$ cat config.mk
export PLATFORM = sky130hd
export DESIGN_NAME = tsg_frame_packer_flat
export DESIGN_NICKNAME = d
export VERILOG_FILES = /design/src/rtl/tsg_frame_packer_pkg.sv /design/src/rtl/tsg_frame_packer_if.sv /design/src/rtl/tsg_frame_packer_skid.sv /design/src/rtl/tsg_frame_packer.sv /design/src/flat_wrapper.sv
export SDC_FILE = /design/constraint.sdc
export NUM_CORES = 1
export LEC_CHECK = 0
export CORE_UTILIZATION = 55
export DETAILED_ROUTE_END_ITERATION = 10
export DONT_BUFFER_PORTS = 1
export PLACE_DENSITY = 0.81
export SYNTH_ARGS = -nofsm -noshare
export SYNTH_HDL_FRONTEND = slang
export SYNTH_SLANG_ARGS = --single-unit
$ cat constraint.sdc
create_clock -name axis_aclk -period 7.2 [get_ports axis_aclk]
set_clock_uncertainty 0.05 [all_clocks]
set_input_delay 0.36 -clock axis_aclk [delete_from_list [all_inputs] [get_ports axis_aclk]]
set_output_delay 0.36 -clock axis_aclk [all_outputs]
set_load 0.03 [all_outputs]
$ cat src/rtl/tsg_frame_packer_pkg.sv
// Shared types for the test_sig_gen stream stages: framing FSM states and the beat payload
// carried through register slices.
package tsg_pkg;

    localparam int unsigned TSG_DATA_W = 128;

    typedef enum logic [0:0] {
        ST_IDLE = 1'b0,
        ST_RUN  = 1'b1
    } tsg_pack_state_t;

    typedef struct packed {
        logic [TSG_DATA_W-1:0] data;
        logic                  last;
        logic                  user;
    } tsg_beat_t;

endpackage

$ cat src/rtl/tsg_frame_packer_if.sv
// AXI4-Stream beat bundle with first/last sideband; master drives payload, slave drives ready.
interface tsg_frame_packer_if #(
    parameter int unsigned DATA_W = tsg_pkg::TSG_DATA_W
) ();

    logic [DATA_W-1:0] tdata;
    logic              tvalid;
    logic              tready;
    logic              tlast;
    logic              tuser;

    modport master (output tdata, output tvalid, output tlast, output tuser, input tready);
    modport slave  (input tdata, input tvalid, input tlast, input tuser, output tready);

endinterface

$ cat src/rtl/tsg_frame_packer_skid.sv
// Two-entry register slice for tsg_beat_t: one cycle of latency, full throughput,
// and upstream ready depends only on local state.
module axis_skid_buf
    import tsg_pkg::*;
(
    input  logic      clk,
    input  logic      rst_n,
    input  logic      i_s_valid,
    output logic      o_s_ready,
    input  tsg_beat_t i_s_beat,
    output logic      o_m_valid,
    input  logic      i_m_ready,
    output tsg_beat_t o_m_beat
);

    tsg_beat_t r_head;
    tsg_beat_t r_spill;
    logic      r_head_vld;
    logic      r_spill_vld;
    logic      w_push;
    logic      w_pop;

    assign o_s_ready = !r_spill_vld;
    assign w_push    = i_s_valid && !r_spill_vld;
    assign w_pop     = r_head_vld && i_m_ready;

    // Head register faces downstream; spill only fills while the head is stalled.
    always_ff @(posedge clk or negedge rst_n) begin
        if (!rst_n) begin
            r_head      <= '0;
            r_spill     <= '0;
            r_head_vld  <= 1'b0;
            r_spill_vld <= 1'b0;
        end else if (!r_head_vld || w_pop) begin
            if (r_spill_vld) begin
                r_head      <= r_spill;
                r_head_vld  <= 1'b1;
                r_spill_vld <= 1'b0;
            end else begin
                r_head_vld <= w_push;
                if (w_push) begin
                    r_head <= i_s_beat;
                end
            end
        end else if (w_push) begin
            r_spill     <= i_s_beat;
            r_spill_vld <= 1'b1;
        end
    end

    assign o_m_valid = r_head_vld;
    assign o_m_beat  = r_head;

endmodule

$ cat src/rtl/tsg_frame_packer.sv
// Cuts the continuous test_sig_gen sample stream into frames of frame_len beats,
// tagging the first beat with tuser and the last with tlast; enable gates whole frames.
module tsg_frame_packer
    import tsg_pkg::*;
#(
    parameter int unsigned DATA_W = TSG_DATA_W,
    parameter int unsigned LEN_W  = 16,
    parameter int unsigned FCNT_W = 32
) (
    input  logic                axis_aclk,
    input  logic                axis_aresetn,
    input  logic                enable,
    input  logic [LEN_W-1:0]    frame_len,
    tsg_frame_packer_if.slave   s_axis,
    tsg_frame_packer_if.master  m_axis,
    output logic [FCNT_W-1:0]   frame_cnt,
    output logic                busy
);

    tsg_pack_state_t   r_state;
    tsg_pack_state_t   w_state_nxt;
    logic [LEN_W-1:0]  r_len;
    logic [LEN_W-1:0]  r_beat;
    logic [FCNT_W-1:0] r_frame_cnt;
    logic              r_live;

    logic [DATA_W-1:0] w_s_data;
    logic [LEN_W-1:0]  w_len_new;
    logic              w_is_last;
    logic              w_push;
    logic              w_acc;
    logic              w_s_tready;
    logic              w_skid_ready;
    logic              w_out_valid;
    tsg_beat_t         w_in_beat;
    tsg_beat_t         w_out_beat;
    logic              w_unused_ok;

    assign w_s_data    = s_axis.tdata;
    assign w_unused_ok = &{1'b0, s_axis.tlast, s_axis.tuser};

    // A zero length would never produce tlast, so it is promoted to single-beat frames.
    assign w_len_new = (frame_len == '0) ? LEN_W'(1) : frame_len;
    assign w_is_last = (r_beat == (r_len - LEN_W'(1)));
    assign w_acc     = w_push && w_skid_ready;

    always_ff @(posedge axis_aclk or negedge axis_aresetn) begin
        if (!axis_aresetn) begin
            r_state <= ST_IDLE;
        end else begin
            r_state <= w_state_nxt;
        end
    end

    always_comb begin
        w_state_nxt = r_state;
        unique case (r_state)
            ST_IDLE: if (enable) w_state_nxt = ST_RUN;
            ST_RUN:  if (w_acc && w_is_last && !enable) w_state_nxt = ST_IDLE;
            default: w_state_nxt = ST_IDLE;
        endcase
    end

    // IDLE swallows beats so the generator free-runs; RUN forwards into the slice.
    always_comb begin
        w_s_tready     = 1'b0;
        w_push         = 1'b0;
        w_in_beat      = '0;
        w_in_beat.data = w_s_data;
        w_in_beat.user = (r_beat == '0);
        w_in_beat.last = w_is_last;
        unique case (r_state)
            ST_IDLE: w_s_tready = r_live;
            ST_RUN: begin
                w_s_tready = r_live && w_skid_ready;
                w_push     = r_live && s_axis.tvalid;
            end
            default: w_s_tready = 1'b0;
        endcase
    end

    always_ff @(posedge axis_aclk or negedge axis_aresetn) begin
        if (!axis_aresetn) begin
            r_len       <= LEN_W'(1);
            r_beat      <= '0;
            r_frame_cnt <= '0;
            r_live      <= 1'b0;
        end else begin
            r_live <= 1'b1;
            if (r_state == ST_IDLE) begin
                if (enable) begin
                    r_len  <= w_len_new;
                    r_beat <= '0;
                end
            end else if (w_acc) begin
                if (w_is_last) begin
                    r_beat      <= '0;
                    r_frame_cnt <= r_frame_cnt + FCNT_W'(1);
                    if (enable) begin
                        r_len <= w_len_new;
                    end
                end else begin
                    r_beat <= r_beat + LEN_W'(1);
                end
            end
        end
    end

    axis_skid_buf u_skid (
        .clk       (axis_aclk),
        .rst_n     (axis_aresetn),
        .i_s_valid (w_push),
        .o_s_ready (w_skid_ready),
        .i_s_beat  (w_in_beat),
        .o_m_valid (w_out_valid),
        .i_m_ready (m_axis.tready),
        .o_m_beat  (w_out_beat)
    );

    assign s_axis.tready = w_s_tready;
    assign m_axis.tvalid = w_out_valid;
    assign m_axis.tdata  = w_out_beat.data;
    assign m_axis.tlast  = w_out_beat.last;
    assign m_axis.tuser  = w_out_beat.user;
    assign frame_cnt     = r_frame_cnt;
    assign busy          = (r_state == ST_RUN);

endmodule

$ cat src/flat_wrapper.sv
// flat-port wrapper written by rule: the top's interface ports become plain ports
module tsg_frame_packer_flat import tsg_pkg::*;
#(
    parameter int unsigned DATA_W = TSG_DATA_W,
    parameter int unsigned LEN_W  = 16,
    parameter int unsigned FCNT_W = 32
)
  (axis_aclk, axis_aresetn, enable, frame_len, frame_cnt, busy, s_axis_tdata, s_axis_tvalid, s_axis_tlast, s_axis_tuser, s_axis_tready, m_axis_tdata, m_axis_tvalid, m_axis_tlast, m_axis_tuser, m_axis_tready);
  tsg_frame_packer_if #(.DATA_W(DATA_W)) s_axis_i ();
  tsg_frame_packer_if #(.DATA_W(DATA_W)) m_axis_i ();
  input  logic axis_aclk;
  input  logic axis_aresetn;
  input  logic enable;
  input  logic [LEN_W-1:0] frame_len;
  output logic [FCNT_W-1:0] frame_cnt;
  output logic busy;
  input wire logic [$bits(s_axis_i.tdata)-1:0] s_axis_tdata;
  input wire logic [$bits(s_axis_i.tvalid)-1:0] s_axis_tvalid;
  input wire logic [$bits(s_axis_i.tlast)-1:0] s_axis_tlast;
  input wire logic [$bits(s_axis_i.tuser)-1:0] s_axis_tuser;
  output wire logic [$bits(s_axis_i.tready)-1:0] s_axis_tready;
  output wire logic [$bits(m_axis_i.tdata)-1:0] m_axis_tdata;
  output wire logic [$bits(m_axis_i.tvalid)-1:0] m_axis_tvalid;
  output wire logic [$bits(m_axis_i.tlast)-1:0] m_axis_tlast;
  output wire logic [$bits(m_axis_i.tuser)-1:0] m_axis_tuser;
  input wire logic [$bits(m_axis_i.tready)-1:0] m_axis_tready;
  assign s_axis_i.tdata = s_axis_tdata;
  assign s_axis_i.tvalid = s_axis_tvalid;
  assign s_axis_i.tlast = s_axis_tlast;
  assign s_axis_i.tuser = s_axis_tuser;
  assign s_axis_tready = s_axis_i.tready;
  assign m_axis_tdata = m_axis_i.tdata;
  assign m_axis_tvalid = m_axis_i.tvalid;
  assign m_axis_tlast = m_axis_i.tlast;
  assign m_axis_tuser = m_axis_i.tuser;
  assign m_axis_i.tready = m_axis_tready;
  tsg_frame_packer #(.DATA_W(DATA_W), .LEN_W(LEN_W), .FCNT_W(FCNT_W)) u_core (.axis_aclk(axis_aclk), .axis_aresetn(axis_aresetn), .enable(enable), .frame_len(frame_len), .s_axis(s_axis_i), .m_axis(m_axis_i), .frame_cnt(frame_cnt), .busy(busy));
endmodule
* Word-level counts from Yosys, hierarchy flattened *
Cells that the tools add are included.

storage, ports and cells
  register bits after elaboration = 328
  input port bits = 151
  logic and storage cells = 60

operators by class
  bitwise logic cells = 2
  reductions and logical operators = 20
  multiplexer cells = 19
  eq/ne operators = 3
  add/sub/neg operators = 3

operators with widths
  kind                     count
  $mux W130                2
  $mux W16                 9
  $add A32 B1 Y32 const B  1
  $logic_not A16 Y1        2
  $add A16 B1 Y16 const B  1
  $eq A16 B16 Y1           1
  $sub A16 B1 Y16 const B  1
  $reduce_and A2 Y1        4
  $logic_and A1 B1 Y1      6
  $mux W1                  6
  $reduce_bool A2 Y1       3
  $ne A2 B2 Y1 const B     2
  $pmux W1 S2              2
  $logic_not A1 Y1         3
  $reduce_and A3 Y1        1
  $not A1 Y1               2
  $logic_or A1 B1 Y1       1

* Logic depth before layout (Yosys ltp) *
Gate-level depths: netlist of the first run.

  depth after elaboration = 7
  depth in mapped cells = 12

* Cells and area by module *
A second synthesis of the first run with hierarchy kept.

second synthesis, totals
  cells, all modules = 1,061
  area total of the unflattened synthesis = 15,063.2 sq um

modules (own cells, without submodules)
  module            area each (sq um)  sequential area each (sq um)  instances  cells an instance
  axis_skid_buf     11,373.4           6,556.3                       1          702
  tsg_frame_packer  3,689.8            1,652.8                       1          359

* Worst setup path before layout of the first run *
Ideal clock, no wire load.

  kind = register -> register
  start = register u_core.r_len[1]
  end = register u_core.r_len[10]
  setup time = 0.127 ns
  period minus slack after synthesis = 3.020 ns
  arrival = 2.842 ns
  data required time = 7.023 ns
  stages on the path, launching flop included = 10
  slack = 4.180 ns
  cells stage by stage = dfrtp_1 -> or4_1 -> nor4_1 -> xnor2_1 -> a211oi_2 -> nor4_4 -> nand2_2 -> o21ai_4 -> buf_6 -> mux2_1

on the way
  longest elaborated chain between the ends = 4

ends and longest elaborated chain
  what                         RTL line                 RTL
  start, declared              tsg_frame_packer.sv:22   logic [LEN_W-1:0] r_len;
  start signal, assigned       tsg_frame_packer.sv:92   r_len <= w_len_new;
  start signal, assigned       tsg_frame_packer.sv:100  r_len <= w_len_new;
  $sub A16 B1 Y16              tsg_frame_packer.sv:44   assign w_is_last = (r_beat == (r_len - LEN_W'(1)));
  $eq A16 B16 Y1               tsg_frame_packer.sv:44
  $ne A2 B2 Y1 (no line)       -
  $reduce_and A2 Y1 (no line)  -

Every way passes these cells.
A chain may end at the register's enable or synchronous reset.

* Worst setup path after layout of the first run *
  start = register u_core.r_len[1]
  end = register u_core.r_frame_cnt[12], in the netlist u_core.frame_cnt[12]

on the way
  longest elaborated chain between the ends = 3

ends and longest elaborated chain
  what                         RTL line                RTL
  $sub A16 B1 Y16              tsg_frame_packer.sv:44
  $eq A16 B16 Y1               tsg_frame_packer.sv:44
  $reduce_and A3 Y1 (no line)  -
  end signal, assigned         tsg_frame_packer.sv:98  r_frame_cnt <= r_frame_cnt + FCNT_W'(1);
  end, declared                tsg_frame_packer.sv:24  logic [FCNT_W-1:0] r_frame_cnt;

Every way passes these cells.

==> flow_summary.json, run 1 <==
{
  "setup-tns-final_ps": 0,
  "slew_headroom_pct": 22.0,
  "grt_pass1_wl_mm": 56.3,
  "yosysUniqueCellTypes": 51,
  "finalMaxSlewViolations": 0,
  "post_cts_resized": 0,
  "vias": 10000,
  "synth.area.top_cells": "dfrtp_1 (57%), mux2_2 (10%), mux2i_1 (9.1%)",
  "required_ps": 7570,
  "worstSetupStartpointType": "flop",
  "dieArea_um2": 26700,
  "cap_violations": 0,
  "place_inst": 1473,
  "nNetsFinal": 1480,
  "use_met3_pct": 7.92,
  "final_common_cell": "dfrtp_1",
  "grt_use_met2_pct": 45.1,
  "cts_buffer_depth": 3,
  "fin_cells": 1680,
  "synth-seq-cells": 328,
  "post-route-util_pct": 67.7,
  "powerDensity_nw_per_um2": 334,
  "gr-usage-all-layers_pct": 26.8,
  "cts_root_buf": "clkbuf_16",
  "htree_levels": 2,
  "ios": 316,
  "async_flop_share_pct": 100,
  "tightest_slew_ps": 1160,
  "hpwl_mm": 19.6,
  "cts_tree": "done",
  "synth_edf_count": 0,
  "violations": "hold timing",
  "critical_path.max_fanout": 14,
  "yosysWarnings": 0,
  "die_width_um": 163,
  "final.period_utilization_pct": 53.5,
  "setup_viol": 0,
  "most-common-layout-cells": "dfrtp_1 (326), nor2_1 (163), dlygate4sd3_1 (145)",
  "cp_data_arrival_time_ps": 4220,
  "core_area_um2": 25300,
  "rows": 58,
  "final_antenna_net_count": 0,
  "first_pass_iters": 5,
  "grt_busiest_layer": "met2",
  "initial_core_util_pct": 56.5,
  "cts_inserted_buffers": 35,
  "gp_congestion": 0.829,
  "overflow": 0,
  "max-vdd-ir-drop_v": 0.000280,
  "synth_ff_type": "dfrtp_1",
  "clk_pin_slew_ps": 60,
  "hold_path_class": "input pin to asynchronous set/reset pin",
  "grt_max_degree": 329,
  "hold_violations": 328,
  "seq_area_frac_synth_pct": 57.4,
  "drc_errors": 0,
  "port_buffers": 0,
  "yosys.area.top_type": "dfrtp_1",
  "wire_per_inst_um": 21.4,
  "yosys.area.top_type_share_pct": 57.2,
  "status": "finished, violations left",
  "fmax_ghz": 0.260,
  "synthCells": 1206,
  "leakage_nw": 7.21,
  "areaGrowthSynthToFinish_pct": 19.8,
  "hold_slack_ps": -490,
  "fin_crit_ps": 3850,
  "rsz0062_at_grt": "no",
  "finalWorstSetupSlack_ps": 3350,
  "drive_gt1_share_pct": 15.9,
  "worstSetupPathType": "flop to flop",
  "viasPerCell": 5.98,
  "drt_wl_total_mm": 36.0,
  "synth_area_per_cell_um2": 11.9,
  "syn_area_um2": 14300,
  "cts_hold_buf": 145,
  "clk_latency_ps": 510,
  "grt_pass1_vias": 10800,
  "die_h_um": 163,
  "place_ws_ps": 3430,
  "clock_sink_count": 328,
  "drtIter0Drc": 695,
  "synth_nets": 1361,
  "antenna_cells": 0,
  "antenna_found_initial": 0,
  "grt_use_met1_pct": 32.2,
  "post_cts_buffers": 0,
  "cp-end-kind": "flop"
}
[registers in the layout, indices dropped and copies added, names as in the netlist]
signal	cells
u_core.busy	1
u_core.frame_cnt	32
u_core.r_beat	16
u_core.r_len	16
u_core.r_live	1
u_core.u_skid.o_m_beat	130
u_core.u_skid.o_m_valid	1
u_core.u_skid.r_spill	130
u_core.u_skid.r_spill_vld	1
[cell usage after synthesis, types with 2 or more instances]
master / n
dfrtp_1: 327
nor2_1: 164
a21oi_1: 135
mux2_2: 133
mux2i_1: 130
clkbuf_1: 53
xor2_1: 36
nand2_1: 31
xnor2_1: 26
inv_1: 17
nand3_1: 14
nor3_1: 14
mux2_1: 11
nand4_1: 11
nor4_1: 11
buf_1: 10
o21ai_0: 10
nor3_2: 8
a31oi_1: 4
and3_1: 4
buf_2: 4
ha_1: 4
nand2b_1: 4
and2_1: 3
nor2b_1: 3
o211ai_1: 3
or3_1: 3
or4_1: 3
and4_1: 2
buf_4: 2
nand3b_1: 2
nor4_4: 2
nor4b_1: 2
o22ai_1: 2
o311ai_0: 2
[critical path: stages (launching register included)]
cell and delay (ps):
dfrtp_1 420, or4_1 620, nor4_1 450, xnor2_1 190
a211oi_2 120, nor4_4 460, nand4_1 750, nor4_1 530
xor2_1 180
[kinds of logic after synthesis]
group	synth area share (%)
AOI/OAI and AO/OA	6.16
xor gates and xnor gates	3.80
adders and majority gates	0.350
buffers and inverters	2.42
DFF	57.4
muxes	20.4
other	0.0262
and+or+nand+nor	9.42
[metrics by stage]
stage / cell area [um^2] / power, mW
4_1_cts: 17100 / 5.68
3_3_place_gp: 14500 / 3.70
6_report: 17100 / 5.72
5_1_grt: 17100 / 5.96
3_5_place_dp: 14500 / 3.77
2_1_floorplan: 14300 / 3.55
[final timing paths]
path	from	end	slack, ps	depth (start not counted)
min	axis_aresetn	u_core.r_len[13]	-490	0
min reg2reg	u_core.u_skid.r_spill[0]	u_core.u_skid.r_spill[0]	430	2
min in group axis_aclk	s_axis_tdata[55]	u_core.u_skid.o_m_beat[57]	20	2
max in group asynchronous	axis_aresetn	u_core.u_skid.o_m_beat[23]	7230	0
max reg2reg	u_core.r_len[1]	u_core.frame_cnt[12]	3350	8
max	u_core.r_len[1]	u_core.frame_cnt[12]	3350	8
[routing by layer]
| layer | up-vias | wire [um] | part of all wire (%) |
|---|---|---|---|
| met4 | 0 | 1290 | 3.6 |
| met1 | 5059 | 13700 | 38 |
| met5 | - | 0 | 0 |
| met3 | 105 | 3180 | 8.8 |
| li1 | 4442 | - | - |
| met2 | 441 | 17800 | 50 |
[layout make-up]
cell class	instances	area [um^2]
Clock buffer	51	1040
Tap cell	330	413
Fill cell	1665	8180
Inverter	17	63.8
Multi-Input combinational cell	791	5760
Sequential cell	328	8210
Clock inverter	11	149
Timing Repair Buffer	152	1500
[where the power goes]
part           internal (mW)  switching, mW  leakage, nW
Combinational          0.474          0.404         2.75
Clock                   1.11          0.734        0.587
Sequential              2.29          0.704         3.88
Total                   3.88           1.84         7.21
Power figures use the tool's default switching activity.
==> inputs of run 2 (changes only) <==
--- a/config.mk
+++ b/config.mk
@@ -8,7 +8,7 @@
 export CORE_UTILIZATION = 55
 export DETAILED_ROUTE_END_ITERATION = 10
 export DONT_BUFFER_PORTS = 1
-export PLACE_DENSITY = 0.81
+export PLACE_DENSITY = 0.84
 export SYNTH_ARGS = -nofsm -noshare
 export SYNTH_HDL_FRONTEND = slang
 export SYNTH_SLANG_ARGS = --single-unit
==> constraint.sdc (replaced) <==
create_clock -name axis_aclk -period 3.3 [get_ports axis_aclk]
set_clock_uncertainty 0.05 [all_clocks]
set_input_delay 0.165 -clock axis_aclk [delete_from_list [all_inputs] [get_ports axis_aclk]]
set_output_delay 0.165 -clock axis_aclk [all_outputs]
set_load 0.03 [all_outputs]
==> flow_summary.json, run 2 (synthesized netlist as in run 1, its figures left out) <==
{
  "status": "finished, violations left",
  "violations": "hold timing",
  "power.total_mw": 12.4,
  "vias": 9911,
  "post-route-util_pct": 68.4,
  "critical_path.max_fanout": 10,
  "areaGrowthSynthToFinish_pct": 21.2,
  "cpPeakStageDelay_ps": 630,
  "slew_headroom_pct": 29.3,
  "fin_crit_ps": 3110,
  "worstSetupPathType": "flop to flop",
  "crit_slowest_cell": "or4_1",
  "viasPerCell": 5.83,
  "final_common_cell": "dfrtp_1",
  "design_area_um2": 17300,
  "nFillCells": 1615,
  "die_h_um": 163,
  "most-common-layout-cells": "dfrtp_1 (326), nor2_1 (163), dlygate4sd3_1 (148)",
  "gp_congestion": 0.876,
  "htree_levels": 2,
  "final.period_utilization_pct": 94.4,
  "initial_core_util_pct": 56.5,
  "worstSetupStartpointType": "flop",
  "nNetsFinal": 1499,
  "hpwl_mm": 20.4,
  "postPlaceCellArea_um2": 14700,
  "antenna_found_initial": 1,
  "hold_path_class": "input pin to asynchronous set/reset pin",
  "rows": 58,
  "leakage_nw": 7.31,
  "wire_per_inst_um": 20.9,
  "hold_violations": 328,
  "crit_chain": "or4_1, o41ai_1, nand4_1, nor4_4, nand2_2, buf_4, nor2_2, mux2_2",
  "drtIter0Drc": 592,
  "powerDensity_nw_per_um2": 715,
  "cp_data_arrival_time_ps": 3430,
  "rsz0062_at_grt": "no",
  "ios": 316,
  "drt_wl_total_mm": 35.5,
  "cts_root_buf": "clkbuf_16",
  "grt_pass1_vias": 10800,
  "cts_inserted_buffers": 35,
  "hold_slack_ps": -676,
  "grt_pass1_wl_mm": 55.3,
  "die_width_um": 163,
  "cp-end-kind": "flop",
  "cap_violations": 0,
  "setup_viol": 0,
  "clk_pin_slew_ps": 60,
  "cts_hold_buf": 148,
  "max-vdd-ir-drop_v": 0.000559,
  "required_ps": 3620,
  "final_antenna_net_count": 0,
  "clock_sink_count": 328,
  "first_pass_iters": 5,
  "tightest_slew_ps": 1060,
  "dieArea_um2": 26700,
  "drc_errors": 0,
  "cts_tree": "done",
  "finalMaxSlewViolations": 0,
  "port_buffers": 0,
  "clk_latency_ps": 500,
  "overflow": 0,
  "grt_max_degree": 329,
  "drive_gt1_share_pct": 16.7,
  "cts_buffer_depth": 3,
  "gr-usage-all-layers_pct": 26.3,
  "fmax_ghz": 0.321,
  "core_area_um2": 25300
}
[run 2: cell count changes in the layout (fill, tap and decap cells not counted), moves of 2 or more]
cell and change:
dlygate4sd3_1 +3, buf_12 +6, buf_4 +10, clkbuf_8 -3, nor4_1 -2, nor4_2 +2, clkbuf_1 +3, clkinv_2 +2
[run 2: per-stage QoR]
step	setup WS, ps	hold slack, ps	instances	TNS (ps)
final	186	-676	1700	0
after CTS	50.6	-707	1699	0
after global placement	121	-174	1489	0
after detailed placement	-3.20	-174	1489	-3.20
after floorplan	280	-181	1206	0
after global routing	1.64	-710	1700	0
[run 2: timing repair]
action / CTS / global route
pin swaps: 0 / 2
gates cloned: 0 / 0
setup buffers: 0 / 0
endpoints found under the hold margin: 605 / 328
endpoints found under the setup margin: 1 / 26
resized for setup: 1 / 2
[run 2: final cells by class]
type                            count  area, um^2  area share [%]
Sequential cell                   328        8210            47.4
Multi-Input combinational cell    791        5780            33.3
Timing Repair Buffer              171        1730            9.98
Clock buffer                       52        1030            5.95
Tap cell                          330         413            2.38
Clock inverter                     10         104           0.599
Inverter                           17        63.8           0.368
Antenna cell                        1        2.50          0.0144
[run 2: critical path: cells and delay by family (launching register included)]
| kind | cells | cell delay [ps] |
|---|---|---|
| buffers and inverters | 1 | 210 |
| muxes | 1 | 370 |
| AOI/OAI and AO/OA | 1 | 400 |
| and+or+nand+nor | 5 | 1540 |
| DFF | 1 | 440 |
[run 2: where the power goes]
part / switching (mW) / leakage (nW) / internal (mW)
Clock: 1.55 / 0.564 / 2.33
Sequential: 1.51 / 3.88 / 5.00
Combinational: 0.948 / 2.87 / 1.06
Total: 4.01 / 7.31 / 8.39
[run 2: worst paths after layout]
path	slack [ps]	depth (start not counted)	endpoint	start
max in group asynchronous	3000	0	u_core.u_skid.r_spill[113]	axis_aresetn
min reg2reg	440	2	u_core.u_skid.r_spill[0]	u_core.u_skid.r_spill[0]
min in group axis_aclk	30	3	u_core.r_len[0]	frame_len[15]
max reg2reg	190	8	u_core.frame_cnt[1]	u_core.r_len[8]
max	190	8	u_core.frame_cnt[1]	u_core.r_len[8]
min	-680	0	u_core.r_beat[15]	axis_aresetn
[run 2: per-layer routing]
metal,part of all wire [%],GRT usage (%),wire length [um]
met5,0,0,0
met4,3.0,10.5,1080
met3,8.8,8.38,3110
met2,51,46.4,18200
met1,37,29.4,13100
==> inputs of run 3 (changes only) <==
--- a/config.mk
+++ b/config.mk
@@ -6,9 +6,11 @@
 export NUM_CORES = 1
 export LEC_CHECK = 0
 export CORE_UTILIZATION = 55
+export CTS_BUF_LIST = sky130_fd_sc_hd__clkbuf_16
 export DETAILED_ROUTE_END_ITERATION = 10
 export DONT_BUFFER_PORTS = 1
 export PLACE_DENSITY = 0.84
+export REMOVE_ABC_BUFFERS = 1
 export SYNTH_ARGS = -nofsm -noshare
 export SYNTH_HDL_FRONTEND = slang
 export SYNTH_SLANG_ARGS = --single-unit
==> flow_summary.json, run 3 (synthesized netlist as in run 1, its figures left out) <==
{
  "drt_wl_total_mm": 34.2,
  "clk_pin_slew_ps": 60,
  "fmax_ghz": 0.318,
  "critical_path.max_fanout": 16,
  "die_h_um": 163,
  "die_width_um": 163,
  "gr-usage-all-layers_pct": 25.4,
  "antenna_found_initial": 0,
  "areaGrowthSynthToFinish_pct": 20.9,
  "drive_gt1_share_pct": 16.8,
  "crit_slowest_cell": "dfstp_2",
  "cp_data_arrival_time_ps": 3480,
  "hold_slack_ps": -687,
  "status": "finished, violations left",
  "violations": "hold timing",
  "leakage_nw": 7.32,
  "rsz0062_at_grt": "no",
  "cts_inserted_buffers": 36,
  "final.period_utilization_pct": 95.4,
  "htree_levels": 2,
  "clk_latency_ps": 510,
  "first_pass_iters": 5,
  "final_common_cell": "dfrtp_1",
  "grt_pass1_vias": 10600,
  "grt_pass1_wl_mm": 53.9,
  "initial_core_util_pct": 56.5,
  "worstSetupPathType": "flop to flop",
  "nNetsFinal": 1501,
  "regArea_um2": 8210,
  "dieArea_um2": 26700,
  "tightest_slew_ps": 997,
  "slew_headroom_pct": 33.5,
  "drc_errors": 0,
  "ios": 316,
  "setup_viol": 0,
  "core_area_um2": 25300,
  "max-vdd-ir-drop_v": 0.000615,
  "most-common-layout-cells": "dfrtp_1 (326), nor2_1 (163), dlygate4sd3_1 (148)",
  "cts_hold_buf": 148,
  "worstSetupStartpointType": "flop",
  "rows": 58,
  "required_ps": 3630,
  "clock_sink_count": 328,
  "cp-end-kind": "flop",
  "nFillCells": 1686,
  "hold_violations": 328,
  "post-route-util_pct": 68.3,
  "cpPeakStageDelay_ps": 560,
  "viasPerCell": 5.86,
  "cts_root_buf": "clkbuf_16",
  "gp_congestion": 0.873,
  "drtIter0Drc": 710,
  "crit_chain": "inv_1, ha_1, xnor2_1, a2111oi_1, nand4_1, nor4_4, buf_4, nand2_2, o21ai_4, buf_12, mux2_1",
  "vias": 9982,
  "multiInputGateArea_um2": 5780,
  "powerDensity_nw_per_um2": 710,
  "cts_tree": "done",
  "cts_buffer_depth": 3,
  "overflow": 0,
  "final_antenna_net_count": 0,
  "cap_violations": 0,
  "finalMaxSlewViolations": 0,
  "port_buffers": 0,
  "postPlaceCellArea_um2": 14700,
  "wire_per_inst_um": 20.1,
  "fin_crit_ps": 3150,
  "design_area_um2": 17300,
  "hpwl_mm": 19.6,
  "hold_path_class": "input pin to asynchronous set/reset pin",
  "grt_max_degree": 329
}
## run 3: cell types whose count changed in the layout (fill, tap and decap cells not counted), sizes merged
cell and change:
clkbuf -15, clkinv +10, buf +1, inv +6
## run 3: worst max-delay path: cells and delay by family, from the launching register on
family,cells,cell delay [ps]
adder cells (fa/ha/maj),1,300
XOR/XNOR,1,130
multiplexers,1,350
buffers and inverters,3,430
AO/OA/AOI/OAI,2,580
flip-flops,1,560
AND/OR/NAND/NOR,3,620
## run 3: layout make-up
type	instances	area share [%]
inverter	17	0.369
sequential	328	47.5
multi-input combinational	791	33.4
tap	330	2.39
clock inverter	26	1.03
timing repair buffer	172	9.97
clock buffer	37	5.35
antenna	1	0.0145
## run 3: path summary, 6_finish.rpt
kind | endpoint | cells after the start | slack [ps] | from
min reg2reg | u_core.u_skid.r_spill[0] | 2 | 440 | u_core.u_skid.r_spill[0]
max reg2reg | u_core.r_len[5] | 11 | 150 | u_core.r_len[0]
min | u_core.r_len[12] | 0 | -690 | axis_aresetn
max | u_core.r_len[5] | 11 | 150 | u_core.r_len[0]
max in group asynchronous | u_core.u_skid.r_spill[99] | 0 | 3280 | axis_aresetn
min in group axis_aclk | u_core.r_len[0] | 4 | 20 | enable
## run 3: metrics by stage
stage	setup slack [ps]	std cells	total power [mW]	TNS, ps
after floorplan	-10070	1136	7.84	-2087830
after global placement	135	1489	8.09	0
after detailed placement	-11.2	1489	8.27	-11.2
after CTS	74.8	1700	12.2	0
after global routing	0.887	1701	12.8	0
final	151	1702	12.3	0
## run 3: what timing repair did
action	in CTS	in global routing
pin swaps	0	2
hold endpoints to repair	606	328
gates resized for setup	1	2
cloned	0	0
buffers inserted	0	1
endpoints found under the setup margin	1	40
## run 3: routing by layer
layer / global-route usage, % / share of wire (%)
met5: 0 / 0
met2: 44.0 / 51
met4: 12.7 / 4.4
met3: 6.75 / 7.1
met1: 28.8 / 38
## run 3: power breakdown
part / internal (mW) / switching, mW / leakage [nW]
clock network: 2.19 / 1.59 / 0.573
logic: 1.07 / 0.944 / 2.87
registers: 5.00 / 1.49 / 3.88
